===== src/rtl/memory_ram_pkg.sv =====
// Shared types and helpers for the memory_ram_ctrl block: FSM state encoding and lane-count helper.
package memory_ram_pkg;

    typedef enum logic {
        ST_INIT,
        ST_READY
    } state_e;

    function automatic int nlanes(input int data_width, input int lane_width);
        return data_width / lane_width;
    endfunction

endpackage


===== src/rtl/memory_ram_core.sv =====
// Storage array with per-lane write enables and a registered read port; no reset, no control.
// Latency: read data valid one cycle after re; writes land at the clock edge.
module memory_ram_core #(
    parameter int ADD_WIDTH  = 6,
    parameter int DATA_WIDTH = 8,
    parameter int DEPTH      = 64,
    parameter int LANE_WIDTH = 4,
    parameter int NLANES     = 2
) (
    input  logic                  clk,
    input  logic                  we,
    input  logic                  re,
    input  logic [ADD_WIDTH-1:0]  addr,
    input  logic [DATA_WIDTH-1:0] wdata,
    input  logic [NLANES-1:0]     be,
    output logic [DATA_WIDTH-1:0] rdata
);

    logic [DATA_WIDTH-1:0] mem [0:DEPTH-1];

    always_ff @(posedge clk) begin
        if (we) begin
            for (int i = 0; i < NLANES; i++) begin
                if (be[i]) begin
                    mem[addr][i*LANE_WIDTH +: LANE_WIDTH] <= wdata[i*LANE_WIDTH +: LANE_WIDTH];
                end
            end
        end
        if (re) begin
            rdata <= mem[addr];
        end
    end

endmodule


===== src/rtl/memory_ram_ctrl.sv =====
// Single-port RAM controller: init sweep FSM, range check, optional output register, sticky error.
// Read latency 1 (OUT_REG=0) or 2 (OUT_REG=1); req_ready low during sweep, responses never stall.
module memory_ram_ctrl
    import memory_ram_pkg::*;
#(
    parameter int                    ADD_WIDTH  = 6,
    parameter int                    DATA_WIDTH = 8,
    parameter int                    DEPTH      = 64,
    parameter int                    LANE_WIDTH = 4,
    parameter int                    OUT_REG    = 0,
    parameter logic [DATA_WIDTH-1:0] INIT_VALUE = '0
) (
    input  logic                                           clk,
    input  logic                                           rst_n,
    input  logic                                           req_valid,
    output logic                                           req_ready,
    input  logic                                           req_wr,
    input  logic [ADD_WIDTH-1:0]                           req_addr,
    input  logic [DATA_WIDTH-1:0]                          req_wdata,
    input  logic [nlanes(DATA_WIDTH, LANE_WIDTH)-1:0]      req_be,
    output logic                                           rsp_valid,
    output logic [DATA_WIDTH-1:0]                          rsp_data,
    output logic                                           rsp_err,
    output logic                                           err_sticky,
    input  logic                                           init_start,
    output logic                                           init_busy
);

    localparam int                 NLANES    = nlanes(DATA_WIDTH, LANE_WIDTH);
    localparam logic [ADD_WIDTH:0] DEPTH_LIM = (ADD_WIDTH+1)'(DEPTH);
    localparam logic [ADD_WIDTH-1:0] LAST    = ADD_WIDTH'(DEPTH - 1);

    state_e                state_q, state_d;
    logic [ADD_WIDTH-1:0]  cnt_q, cnt_d;
    logic                  in_range, accept;
    logic                  mem_we, mem_re;
    logic [ADD_WIDTH-1:0]  mem_addr;
    logic [DATA_WIDTH-1:0] mem_wdata, mem_rdata;
    logic [NLANES-1:0]     mem_be;
    logic                  vld1, err1;
    logic [DATA_WIDTH-1:0] data1;

    assign in_range = {1'b0, req_addr} < DEPTH_LIM;
    assign accept   = req_valid && req_ready;

    always_ff @(posedge clk or negedge rst_n) begin
        if (!rst_n) begin
            state_q <= ST_INIT;
            cnt_q   <= '0;
        end else begin
            state_q <= state_d;
            cnt_q   <= cnt_d;
        end
    end

    // The single RAM port is owned by the sweep in INIT and by the requester in READY.
    always_comb begin
        state_d   = state_q;
        cnt_d     = cnt_q;
        req_ready = 1'b0;
        init_busy = 1'b0;
        mem_we    = 1'b0;
        mem_re    = 1'b0;
        mem_addr  = req_addr;
        mem_wdata = req_wdata;
        mem_be    = req_be;
        case (state_q)
            ST_INIT: begin
                init_busy = 1'b1;
                mem_we    = 1'b1;
                mem_addr  = cnt_q;
                mem_wdata = INIT_VALUE;
                mem_be    = '1;
                cnt_d     = cnt_q + 1'b1;
                if (cnt_q == LAST) begin
                    state_d = ST_READY;
                    cnt_d   = '0;
                end
            end
            ST_READY: begin
                req_ready = 1'b1;
                mem_we    = req_valid && req_wr && in_range;
                mem_re    = req_valid && !req_wr && in_range;
                if (init_start) begin
                    state_d = ST_INIT;
                    cnt_d   = '0;
                end
            end
            default: state_d = ST_INIT;
        endcase
    end

    memory_ram_core #(
        .ADD_WIDTH (ADD_WIDTH),
        .DATA_WIDTH(DATA_WIDTH),
        .DEPTH     (DEPTH),
        .LANE_WIDTH(LANE_WIDTH),
        .NLANES    (NLANES)
    ) u_core (
        .clk  (clk),
        .we   (mem_we),
        .re   (mem_re),
        .addr (mem_addr),
        .wdata(mem_wdata),
        .be   (mem_be),
        .rdata(mem_rdata)
    );

    // Sweep start clears the sticky flag even if an out-of-range request rides along.
    always_ff @(posedge clk or negedge rst_n) begin
        if (!rst_n) begin
            vld1       <= 1'b0;
            err1       <= 1'b0;
            err_sticky <= 1'b0;
        end else begin
            vld1 <= accept && !req_wr;
            err1 <= accept && !req_wr && !in_range;
            if (state_q == ST_READY && init_start) begin
                err_sticky <= 1'b0;
            end else if (accept && !in_range) begin
                err_sticky <= 1'b1;
            end
        end
    end

    assign data1 = (vld1 && !err1) ? mem_rdata : '0;

    generate
        if (OUT_REG != 0) begin : g_out_reg
            logic                  vld2, err2;
            logic [DATA_WIDTH-1:0] data2;
            always_ff @(posedge clk or negedge rst_n) begin
                if (!rst_n) begin
                    vld2  <= 1'b0;
                    err2  <= 1'b0;
                    data2 <= '0;
                end else begin
                    vld2  <= vld1;
                    err2  <= err1;
                    data2 <= data1;
                end
            end
            assign rsp_valid = vld2;
            assign rsp_err   = err2;
            assign rsp_data  = data2;
        end else begin : g_no_out_reg
            assign rsp_valid = vld1;
            assign rsp_err   = err1;
            assign rsp_data  = data1;
        end
    endgenerate

endmodule


===== config.mk =====
export PLATFORM = sky130hd
export DESIGN_NAME = memory_ram_ctrl
export DESIGN_NICKNAME = d
export VERILOG_FILES = /design/src/rtl/memory_ram_pkg.sv /design/src/rtl/memory_ram_core.sv /design/src/rtl/memory_ram_ctrl.sv
export SDC_FILE = /design/constraint.sdc
export NUM_CORES = 1
export LEC_CHECK = 0
export ABC_AREA = 1
export BUFFER_PORTS_ARGS = -buffer_cell sky130_fd_sc_hd__buf_2
export CELL_PAD_IN_SITES_DETAIL_PLACEMENT = 1
export CELL_PAD_IN_SITES_GLOBAL_PLACEMENT = 2
export CORE_MARGIN = 4
export CORE_UTILIZATION = 42
export CTS_CLUSTER_DIAMETER = 30
export DETAILED_ROUTE_END_ITERATION = 7
export PLACE_DENSITY = 0.86
export SLEW_MARGIN = 20
export SYNTH_ARGS = -nofsm -noshare
export SYNTH_HDL_FRONTEND = slang
export SYNTH_SLANG_ARGS = --single-unit

===== constraint.sdc =====
create_clock -name clk -period 2.6 [get_ports clk]
set_input_delay 0.26 -clock clk [delete_from_list [all_inputs] [get_ports clk]]
set_output_delay 0.26 -clock clk [all_outputs]
set_load 0.02 [all_outputs]

# Word level (Yosys, flattened, before mapping)
# Memory sizes are Yosys's and may differ from the RTL's. A register that Yosys moved wholly into a read port is not among the register bits.
# Index checks and enable logic that the tools add are counted.
word_totals:
  regBits: 8
  latch_bits: 0
  mem_bits_rw: 512
  romBits: 0
  output_inout_bits: 13
  elab_cells: 33
  mem_count: 1
mem_list:
  columns: ["memory", "depth", "word_bits", "rd", "rd_clocked_by_memory_dff", "write_ports", "line", "text"]
  rows:
  - ["u_core.mem", 64, 8, 1, 1, 1, "memory_ram_core.sv:19", "logic [DATA_WIDTH-1:0] mem [0:DEPTH-1];"]
classes:
  n_addsub: 1
  n_mul: 0
  n_div: 0
  magnitude_cmp: 0
  n_eq_ne: 2
  shift: 0
  muxes: 20
  n_bitwise: 1
  n_reduce_logical: 5
op_table:
  columns: ["op", "count"]
  rows:
  - ["two-way mux 6 bit", 3]
  - ["two-way mux 8 bit", 2]
  - ["one-hot mux 6 bit (2 select lines)", 1]
  - ["two-way mux 1 bit", 11]
  - ["adder 6 x 1 -> 6 bit, second input constant", 1]
  - ["equality test 6 bit, second input constant", 1]
  - ["logical AND 1 bit", 4]
  - ["one-hot mux 1 bit (2 select lines)", 2]
  - ["two-way mux 2 bit", 1]
  - ["!= test 2 bit, second input constant", 1]
  - ["zero test 1 bit", 1]
  - ["inverter 1 bit", 1]

# Logic depth before layout (Yosys ltp)
logic_depth:
  ltp_word: 4
  depth_mapped: 13

# By module
# A second synthesis with hierarchy kept.
unflattened:
  hier_cells: 2368
  area_unflattened_um2: 23364.9
modules_own_cells:
  columns: ["mod", "n_inst", "cells_each", "area_per_inst_um2"]
  rows:
  - ["memory_ram_core", 1, 2256, 22699.3]
  - ["memory_ram_ctrl", 1, 112, 665.6]

# Least setup slack after synthesis
# OpenSTA, ideal clock, no wires.
synth_timing:
  kind: "register to register"
  startpoint: "register state_q"
  endpoint: "memory u_core.mem[46][0], enable pin"
  setup_time_ps: 361
  arrival_ps: 1968
  t_required_ps: 2239
  setup_slack_ps: 271
  path_stages_with_launch: 7
  path_buffers: 1
  path_cell_list: "dfrtp_1 o21ai_2 inv_6 nor3_4 inv_2 buf_6 nor3_1"
synth_between:
  elab_chain_cells: 4
  elab_cells_between_ends: 7
  classes_between: "mux: 6; bitwise: 1"
synth_rtl:
  columns: ["item", "line", "text"]
  rows:
  - ["start, declared", "memory_ram_ctrl.sv:33", "state_e state_q, state_d;"]
  - ["start signal, assigned", "memory_ram_ctrl.sv:51", "state_q <= state_d;"]
  - ["inverter 1 bit or two-way mux 2 bit (tied branches)", null, null]
  - ["one-hot mux 1 bit (2 select lines) or two-way mux 1 bit (tied branches)", "memory_ram_ctrl.sv:67, memory_ram_core.sv:24", null]
  - ["two-way mux 1 bit", "memory_ram_core.sv:22", "if (we) begin"]
  - ["two-way mux 1 bit (not written as such)", "memory_ram_core.sv:25", "mem[addr][i*LANE_WIDTH +: LANE_WIDTH] <= wdata[i*LANE_WIDTH +: LANE_WIDTH];"]
  - ["end, declared", "memory_ram_core.sv:19", null]
# Several ways; a longest one is shown, not always the timed one.

# Worst setup path after layout
layout_timing:
  startpoint: "register state_q"
  endpoint: "memory u_core.mem[3][6], enable pin"
# The elaborated chain is that of the path after synthesis.

==> results_dict.tcl <==
set metrics [dict create \
    boundaryPins 34 \
    drt_iter0_drc 1384 \
    r2r_start "state_q" \
    hold_slack_ns 0.0247 \
    start_util_pct 42.5 \
    first_pass_iters 5 \
    worst-r2r-setup-slack_ns 0.04 \
    endpoint "u_core.mem[3][6]" \
    syn-instance-count 2409 \
    cts_tree "built" \
    hold_viol 0 \
    finalCritPeriodShare_pct 98.5 \
    drive_gt1_share_pct 17.6 \
    cts_root_buf "clkbuf_16" \
    grt_max_degree 65 \
    ys_types 32 \
    power_density_nw_per_um2 1250 \
    clk_pin_slew_ns 0.05 \
    synth-edff-count 520 \
    critPathCaptureType "flop" \
    rr_endpoint "u_core.mem[3][6]" \
    diodes 0 \
    rows 87 \
    fin_crit_ns 2.56 \
    final_nets 2615 \
    p_switching_uw 14000 \
    syn_area_sq_um 24000 \
    sequentialPowerShare_pct 28.3 \
    place.gp.congestion 0.840 \
    cts_buffers 107 \
    power_leakage_uw 0.0133 \
    wirelength_microns 72300 \
    core_area_sq_um 56500 \
    cts_max_path_buffers 3 \
    synth-seq-cells 528 \
    hpwlAfterDp_microns 42400 \
    yosys_warnings 0 \
    cts_max_level 3 \
    grt_pass1_wl_microns 110000 \
    ff2ff_path_depth 8 \
    hp-class "primary input to asynchronous set/reset pin" \
    antenna_left 0 \
    final_common_cell "nand2_1" \
    async_reset_ff_share_pct 1.52 \
    cp_data_required_time_ns 2.87 \
    grt_pass1_vias 19000 \
    slew_headroom_pct 53.8 \
    p_sw_share_pct 37.2 \
    syn_to_final_growth_pct 25.3 \
    rsz0062_at_grt "true" \
    port_buffers 31 \
    final_cell_mix "696 x nand2_1, 520 x edfxtp_1, 506 x inv_1" \
    overflow 0 \
    die_y_microns 247 \
    status "finished clean" \
    grtUsageTotal_pct 23.6 \
    clk-insertion-delay-late_ns 0.63 \
    synth.avg_cell_area_sq_um 9.96 \
    setup_viol 0 \
    worstSetupStartpointType "flop" \
    fp.dieArea_sq_um 61000 \
    routedWlPerCell_microns 21.0 \
    cp-startpoint "state_q" \
    cap_violations 0 \
    final-seq-area_sq_um 15800 \
    ys_top_cells_by_area "edfxtp_1 65%, nand2_1 11%, inv_1 8.0%" \
    cts_sinks 528 \
    ir_drop_uv 738 \
    yosys.area.top_type "edfxtp_1" \
    internal_power_uw 23600 \
    via_per_inst 5.08 \
    nFillCells 6092 \
    clkPwrFrac_pct 37.6 \
    fin_util_pct 53.2 \
    skew_ns 0.0172 \
    fmax_mhz 391 \
    worst-endpoint-arrival_ns 2.83 \
    cp_max_fo 16 \
    multi_input_area_sq_um 5770 \
    synth-main-ff-cell "edfxtp_1" \
    seq_area_frac_synth_pct 65.9 \
    synthDominantCellAreaShare_pct 65.1 \
    die_w_microns 247 \
    vias 17500 \
    drc_errors 0 \
    crit_type "flop to flop" \
    finalMaxSlewViolations 0 \
    antenna_found_initial 0 \
    tightest_slew_ns 0.692 \
    p_comb_share_pct 34.1 \
]
## state kept, by name, indices dropped and copies added, names as in the netlist
register      count
u_core.mem      512
u_core.rdata      8
cnt_q             6
rsp_valid         1
state_q           1
## layer usage
metal  up-vias  GRT usage, %  wire (microns)
met4         0          8.91            2350
met5         -             0               0
met1      8759          29.8           30000
met3       137          3.93            4130
li1       8092             -               -
met2       497          40.7           35900
## how the worst min path moves through the flow
stage | start | end | slack (ns) | cells after the start
floorplan | rst_n | cnt_q[0] | -0.04 | 0
global placement | rst_n | cnt_q[2] | 0.12 | 1
detailed placement | rst_n | cnt_q[4] | 0.13 | 1
CTS | rst_n | cnt_q[1] | 0.005 | 2
global route | rst_n | state_q | 0.03 | 2
finish | rst_n | cnt_q[1] | 0.02 | 2
## kinds of logic (layout without fill, tap and decap cells)
group | Yosys count | in the layout | synth area share (%)
fa+ha+maj | 1 | 1 | 0.0521
other cells | 1 | 2 | 0.0156
compound gates | 101 | 101 | 2.18
xor+xnor | 1 | 1 | 0.0365
buf+inv | 646 | 919 | 11.0
simple gates | 1131 | 1132 | 20.8
flops | 528 | 528 | 65.9
## Yosys cell counts (3+ instances only)
library cell and n:
o21ai_0 80, clkbuf_1 24, o22ai_1 4, nor2_1 47
o21ai_1 12, nor3_2 27, buf_1 3, buf_2 74
inv_1 514, nand2_2 5, buf_6 10, dfrtp_1 8
nor3_4 8, buf_4 9, inv_2 9, nor3_1 101
nand2_1 701, nand3_1 235, edfxtp_1 520
## critical path, cell delays in order (launching register included)
cell and delay (ns):
dfrtp_2 0.46, buf_4 0.19, buf_4 0.16, nand2_2 0.07, o21ai_2 0.08, buf_4 0.20, nor3_4 0.27, inv_2 0.25
nor3_1 0.51
## stage by stage
step | total power, uW | TNS, ns | area, sq um | setup WS, ns | std cells
floorplan | 17800 | 0 | 24000 | 0.271 | 2410
global placement | 22200 | -0.0657 | 25900 | -0.0391 | 3223
detailed placement | 22500 | -0.242 | 25900 | -0.0849 | 3223
CTS | 37200 | 0 | 29800 | 0.00153 | 3435
global route | 39400 | -0.133 | 30100 | -0.0339 | 3440
finish | 37600 | 0 | 30100 | 0.0392 | 3440
## what timing repair did
action                                 4_1_cts  5_1_grt
hold buffers                                 4        0
setup endpoints to repair                   74      134
cloned                                       1        3
setup buffers                                7        3
endpoints found under the hold margin       10        0
resized for setup                            8       49
pin swaps                                    2        5
## power by group through the flow
stage                     clock [uW]  combinational, uW  sequential, uW
after floorplan                    0               7080           10700
after global placement             0              11500           10700
after detailed placement           0              11800           10800
after CTS                      14300              12300           10600
after global routing           14800              13900           10700
final                          14100              12800           10600
## cell type report
class	instances	share of cell area, %
timing repair buffer	193	5.98
clock inverter	72	2.90
tap	756	3.14
inverter	526	6.61
clock buffer	128	9.61
multi-input combinational	1237	19.2
sequential	528	52.6
(Power assumes the default switching activity.)
